$ cat config.mk
export PLATFORM = sky130hd
export DESIGN_NAME = irq_ctrl
export DESIGN_NICKNAME = d
export VERILOG_FILES = /design/src/rtl/irq_ctrl.sv
export SDC_FILE = /design/constraint.sdc
export NUM_CORES = 1
export LEC_CHECK = 0
export ABC_CLOCK_PERIOD_IN_PS = 3150
export BUFFER_PORTS_ARGS = -buffer_cell sky130_fd_sc_hd__buf_2
export CAP_MARGIN = 20
export CORE_ASPECT_RATIO = 0.5
export CORE_MARGIN = 2
export CORE_UTILIZATION = 45
export CTS_BUF_LIST = sky130_fd_sc_hd__clkbuf_4 sky130_fd_sc_hd__clkbuf_8
export DETAILED_ROUTE_END_ITERATION = 10
export GPL_TIMING_DRIVEN = 0
export MAX_ROUTING_LAYER = met4
export PLACE_DENSITY = 0.85
export SKIP_LAST_GASP = 1
export SLEW_MARGIN = 5
export SYNTH_ARGS = -nofsm -noshare
export SYNTH_HDL_FRONTEND = slang
export SYNTH_SLANG_ARGS = --single-unit
$ cat constraint.sdc
create_clock -name clk -period 3.15 [get_ports clk]
set_clock_uncertainty 0.15 [all_clocks]
set_input_delay 0.1575 -clock clk [delete_from_list [all_inputs] [get_ports clk]]
set_output_delay 0.1575 -clock clk [all_outputs]
set_load 0.01 [all_outputs]
$ cat src/rtl/irq_ctrl.sv
// irq_ctrl: prioritised interrupt controller with CTRL/MASK/PEND/VEC register map and IDLE/REQ/SERVE handshake.
// Define IRQ_CTRL_EDGE_EN to latch PEND on rising edges of irq_in; otherwise PEND is level-latched.
module irq_ctrl #(
    parameter int NIRQ = 6
) (
    input  logic            clk,
    input  logic            reset,
    input  logic [NIRQ-1:0] irq_in,
    input  logic [1:0]      Addr,
    input  logic            We,
    input  logic [31:0]     DataIn,
    output logic [31:0]     DataOut,
    output logic            IntReq,
    input  logic            IntAck
);
    typedef enum logic [1:0] {S_IDLE, S_REQ, S_SERVE} state_t;

    state_t          r_state, w_next;
    logic            r_ge, r_valid, r_intreq, w_ack, w_eoi, w_unused;
    logic [NIRQ-1:0] r_mask, r_pend, w_elig, w_set, w_w1c, w_ack_clr;
    logic [2:0]      r_insvc, w_win;

    assign w_elig   = r_pend & r_mask;
    assign w_eoi    = We && Addr == 2'b11;
    assign w_w1c    = (We && Addr == 2'b10) ? DataIn[NIRQ-1:0] : '0;
    assign IntReq   = r_intreq;
    assign w_unused = ^DataIn;

`ifdef IRQ_CTRL_EDGE_EN
    logic [NIRQ-1:0] r_hist;
    assign w_set = irq_in & ~r_hist;
    // one-cycle history of the request lines for rising-edge detection
    always_ff @(posedge clk or posedge reset) begin
        if (reset) r_hist <= '0;
        else       r_hist <= irq_in;
    end
`else
    assign w_set = irq_in;
`endif

    // lowest eligible index wins; ack clears only that pending bit
    always_comb begin
        w_win     = '0;
        w_ack_clr = '0;
        for (int i = NIRQ - 1; i >= 0; i--)
            if (w_elig[i]) w_win = 3'(i);
        for (int i = 0; i < NIRQ; i++)
            w_ack_clr[i] = w_ack && w_win == 3'(i);
    end

    // next-state: abort a request when it loses eligibility, otherwise serve on ack until EOI
    always_comb begin
        w_next = r_state;
        w_ack  = 1'b0;
        case (r_state)
            S_IDLE:  if (r_ge && |w_elig) w_next = S_REQ;
            S_REQ:   if (!r_ge || ~|w_elig) w_next = S_IDLE;
                     else if (IntAck) begin
                         w_next = S_SERVE;
                         w_ack  = 1'b1;
                     end
            S_SERVE: if (w_eoi) w_next = S_IDLE;
            default: w_next = S_IDLE;
        endcase
    end

    // registers; FSM decisions above use pre-write register values
    always_ff @(posedge clk or posedge reset) begin
        if (reset) begin
            r_state  <= S_IDLE;
            r_intreq <= 1'b0;
            r_ge     <= 1'b0;
            r_mask   <= '0;
            r_pend   <= '0;
            r_insvc  <= '0;
            r_valid  <= 1'b0;
        end else begin
            r_state  <= w_next;
            r_intreq <= w_next == S_REQ;
            r_pend   <= (r_pend & ~w_w1c & ~w_ack_clr) | w_set;
            if (We && Addr == 2'b00) r_ge <= DataIn[0];
            if (We && Addr == 2'b01) r_mask <= DataIn[NIRQ-1:0];
            if (w_ack) begin
                r_insvc <= w_win;
                r_valid <= 1'b1;
            end else if (w_eoi) r_valid <= 1'b0;
        end
    end

    // combinational register read
    always_comb begin
        DataOut = Addr == 2'b00 ? {31'b0, r_ge} :
                  Addr == 2'b01 ? 32'(r_mask) :
                  Addr == 2'b10 ? 32'(r_pend) :
                                  {r_valid, 28'b0, r_insvc};
    end
endmodule

# Yosys cells after proc, flatten, opt, wreduce, memory -nomap -nowiden
# Cells that the tools add are included.
# word_totals
reg_bits	20
input_bits	44
output_inout_bits	33
word_cells	63
# classes
eq_ne	11
mux	20
bitwise_logic	6
n_reduce_logical	19
# op_table
cell	count
32-bit two-way mux	3
6-bit bitwise AND	3
3-bit two-way mux	6
6-bit NOT	2
1-bit logical AND	11
2-bit two-way mux	4
2-bit by 1-bit equality test with 1-bit output (second input constant)	3
2-bit equality test (second input constant)	3
3-bit by 2-bit equality test with 1-bit output (second input constant)	2
3-bit equality test (second input constant)	2
6-bit two-way mux	1
6-bit bitwise OR	1
2-bit case mux with 3 select lines	1
6-bit OR reduction	1
1-bit two-way mux	5
2-bit zero test	2
3-bit by 1-bit equality test with 1-bit output (second input constant)	1
3-bit zero test	1
1-bit zero test	2
2-bit nonzero test	1
1-bit logical OR	1

# Logic depth before layout (Yosys ltp)
# logic_depth
depth_word	12
depth_mapped	6
ltp_nobuf	4

# Worst setup path before layout
# OpenSTA, ideal clock, no wires.
# synth_timing
path_kind	reg2reg
startpoint	reg r_pend[1]
endpoint	reg r_pend[4]
setup_time_ns	0.130
arrival_ns	1.220
required_ns	2.870
slack_ns	1.650
path_stages_with_launch	5
path_buffers	0
synth_period_minus_slack_ns	1.500
path_cell_list	dfrtp_1 a22o_1 a31o_4 a2111oi_2 o21bai_1
# synth_via
elab_chain_cells	10
# synth_lines
item	line	rtl
start: declaration	20	logic [NIRQ-1:0] r_mask, r_pend, w_elig, w_set, w_w1c, w_ack_clr;
start signal: assignment	80	r_pend <= (r_pend & ~w_w1c & ~w_ack_clr) | w_set;
6-bit bitwise AND (*)	23	assign w_elig = r_pend & r_mask;
6-bit OR reduction	57	S_REQ: if (!r_ge || ~|w_elig) w_next = S_IDLE;
1-bit zero test	57	
1-bit logical OR	57	
1-bit two-way mux	57	
1-bit two-way mux	55	case (r_state)
1-bit logical AND (*)	48	w_ack_clr[i] = w_ack && w_win == 3'(i);
6-bit NOT (*)	80	
6-bit bitwise AND (*)	80	
6-bit bitwise OR (*)	80	
# Every way passes the cells marked *; elsewhere a longest branch is shown, timed or not.
# A chain may end at the register's enable or synchronous reset.

# Worst setup path after layout
# layout_timing
startpoint	reg r_ge
endpoint	out DataOut[0]
# layout_via
elab_chain_cells	1
# layout_lines
item	line	rtl
start: declaration	19	logic r_ge, r_valid, r_intreq, w_ack, w_eoi, w_unused;
start signal: assignment	81	if (We && Addr == 2'b00) r_ge <= DataIn[0];
32-bit two-way mux	92	DataOut = Addr == 2'b00 ? {31'b0, r_ge} :
end: declaration	12	output logic [31:0] DataOut,
# No other way between the ends.

==> flow_metrics.py <==
metrics = {
    "detailed_routing": {
        "wl_met1_um": 1200,
        "wl_met2_um": 1310,
        "vias": 1055,
        "avgViaCountPerCell": 4.80,
        "wl_per_cell_um": 12.6,
        "drc": 0,
        "highest-signal-layer": "met4",
        "routed-wl-met3_um": 188,
        "dr.first_iter.drc_count": 72,
        "drt-total-wl_um": 2770,
        "first_pass_iters": 4,
        "drtAntennaViolNets": 0,
    },
    "placement": {
        "place_area_sq_um": 1530,
        "gp_congestion": 0.896,
        "portBuffers": 23,
        "place_hpwl_um": 2090,
    },
    "power_and_ir_drop": {
        "power_frac_clock_pct": 28.0,
        "p_int_w": 0.000635,
        "p_sw_w": 0.000277,
        "power_density_nw_per_um2": 532,
        "switching_share_pct": 30.4,
        "power_frac_comb_pct": 30.8,
        "ir_drop_mv": 0.306,
        "leakage_nw": 0.870,
        "seqPwrFrac_pct": 41.3,
    },
    "clock_network": {
        "cts-root-to-sink-buffers": 2,
        "ctsResizeCount": 0,
        "cts_hold_buffers": 11,
        "cts_tree": "built",
        "clk-insertion-delay-late_ns": 0.26,
        "cts.clk_slew.worst_paths_ns": 0.07,
        "cts-root-buf": "clkbuf_8",
        "htreeDepth": 1,
        "cts_buffers": 3,
        "cts_sinks": 20,
        "cts_setup_buffers": 0,
    },
    "yosys": {
        "ys_seq_area_share_pct": 39.1,
        "ys_async_sr_fraction_pct": 100,
        "synth_area_leaders": "dfrtp_1 39%, buf_4 15%, mux2_2 7.9%, a22o_1 4.1%, nand2_1 3.5%",
        "netlist_area_sq_um": 1280,
        "synth_top_area_share_pct": 39.1,
        "synthFlopType": "dfrtp_1",
        "synth_cells": 121,
        "netlist-cell-type-count": 39,
        "synth-seq-cells": 20,
        "syn_area_per_cell_sq_um": 10.6,
        "ys_warn_count": 0,
        "synth_edf_count": 0,
        "yosys.area.top_type": "dfrtp_1",
    },
    "floorplanning": {
        "die_w_um": 79.4,
        "coreArea_sq_um": 2650,
        "ioPinCount": 77,
        "num_rows": 13,
        "die_area_sq_um": 3310,
        "die_y_um": 41.7,
        "start_util_pct": 48.3,
    },
    "cells_and_area": {
        "drive_above_1_share_pct": 42.1,
        "antennaDiodeCount": 0,
        "synthToLayoutAreaGrowth_pct": 33.8,
        "fin_area_sq_um": 1710,
        "finalNetCount": 228,
    },
    "critical_path": {
        "arrival_ns": 1.37,
        "rrSetupSlack_ns": 1.50,
        "r2r_end": "r_pend[4]",
        "cp_slowest_cell": "mux4_2",
        "critPathKind": "flop to primary output",
        "cp.buffers_inverters": 1,
        "rr_startpoint": "r_pend[1]",
        "endpoint_kind": "primary output",
        "cp_num_cells": 2,
        "cp_max_fo": 4,
        "path_cells": "mux4_2 > buf_2",
        "reg2reg_depth": 4,
        "start_kind": "flop",
        "max_stage_delay_ns": 0.50,
        "cp.required_ns": 2.84,
        "cp_top_family": "multiplexers",
    },
    "timing": {
        "worst_pin_slew_ns": 0.765,
        "slew_viol_final": 0,
        "max_slew_margin_pct": 49.0,
        "hold_viol_final": 0,
        "setup_viol": 0,
        "fmax_mhz": 595,
        "tns_ns": 0,
        "min_period_ns": 1.68,
        "post-route-period-util_pct": 53.4,
        "timing.hold.ws_ns": 0.0102,
        "rsz0062_at_grt": "false",
    },
    "run_status": {
        "status": "finished clean",
    },
    "grt": {
        "antenna_found_initial": 0,
        "overflow": 0,
        "grt_first_pass_wirelength_um": 4600,
        "grt_usage_pct": 18.2,
        "grt_pass1_vias": 1020,
        "grt_max_degree": 21,
    },
    "min_path": {
        "min_to": "r_mask[0]",
        "worstHoldPathType": "input pin to flop",
        "hold_start": "DataIn[0]",
        "min_path_cells": 2,
    },
    "run": {
        "drv_cap": 0,
    },
}
-- worst max path at each step --
stage                         start    endpoint  slack [ns]
after floorplan           r_pend[1]   r_pend[4]        1.65
after global placement    r_pend[1]   r_pend[4]        1.55
after detailed placement  r_mask[1]   r_pend[4]        1.55
after CTS                      r_ge  DataOut[0]        1.47
after global routing      r_mask[1]   r_pend[4]        1.42
final                          r_ge  DataOut[0]        1.47
-- logic make-up after synthesis --
kind of cell | share of synthesized area (%)
buf+inv | 16.9
simple gates | 13.0
compound gates | 20.2
flops | 39.1
mux | 10.5
other cells | 0.293
-- metal layers --
layer,vias to the layer above,global-route usage [%]
met5,-,-
met4,0,7.93
met3,10,2.83
met2,49,30.4
met1,489,22.1
li1,507,-
-- cells in the mapped netlist, drive strengths merged, types with 2 or more instances --
| cell type | number |
|---|---|
| a221oi | 2 |
| a22oi | 3 |
| dfrtp | 20 |
| a32oi | 2 |
| a22o | 7 |
| a31o | 4 |
| a21oi | 2 |
| nor2b | 2 |
| mux2 | 9 |
| nand3 | 3 |
| nand2 | 13 |
| nor2 | 4 |
| o21bai | 3 |
| a21o | 3 |
| buf | 27 |
| inv | 4 |
-- cell usage in the layout (no fill, tap or decap), types with 2 or more instances in the layout --
master         Yosys  final
a21o_1             2      2
a221oi_1           2      2
a22o_1             6      6
a22oi_1            2      2
a31o_1             2      2
buf_2              2     25
buf_4             25     25
clkbuf_8           0      3
conb_1             1     25
dfrtp_1           20     20
dlygate4sd3_1      0     11
inv_1              4      4
mux2_2             9      9
nand2_1           12     12
nand3_1            3      3
nor2_1             4      4
o21bai_1           3      3
-- state kept, by name, indices dropped and copies added (netlist names) --
| register | cells |
|---|---|
| IntReq | 1 |
| r_ge | 1 |
| r_insvc | 3 |
| r_mask | 6 |
| r_pend | 6 |
| r_state | 2 |
| r_valid | 1 |
-- power groups by stage --
stage,logic [W],clock network [W],registers [W]
3_5_place_dp,0.000267,0,0.000379
5_1_grt,0.000307,0.000271,0.000384
2_1_floorplan,0.000206,0,0.000366
4_1_cts,0.000279,0.000261,0.000375
6_report,0.000280,0.000255,0.000376
3_3_place_gp,0.000258,0,0.000373
-- area by class of cell --
cell class / instances / area [sq um]
fill: 207 / 938
multi-input combinational: 93 / 653
sequential: 20 / 500
timing repair buffer: 34 / 225
buffer: 28 / 201
tap: 37 / 46.3
clock buffer: 3 / 41.3
clock inverter: 1 / 30.0
inverter: 4 / 15.0
-- metrics by stage --
step | util [%] | total power [W] | cells | setup slack (ns)
floorplan | - | 0.000572 | 145 | 1.65
global placement | 57.8 | 0.000631 | 205 | 1.55
detailed placement | 57.8 | 0.000645 | 205 | 1.55
CTS | 64.6 | 0.000915 | 220 | 1.47
global route | 64.6 | 0.000962 | 220 | 1.42
finish | 64.6 | 0.000912 | 220 | 1.47
No activity file was read; power rests on OpenSTA's default activity.
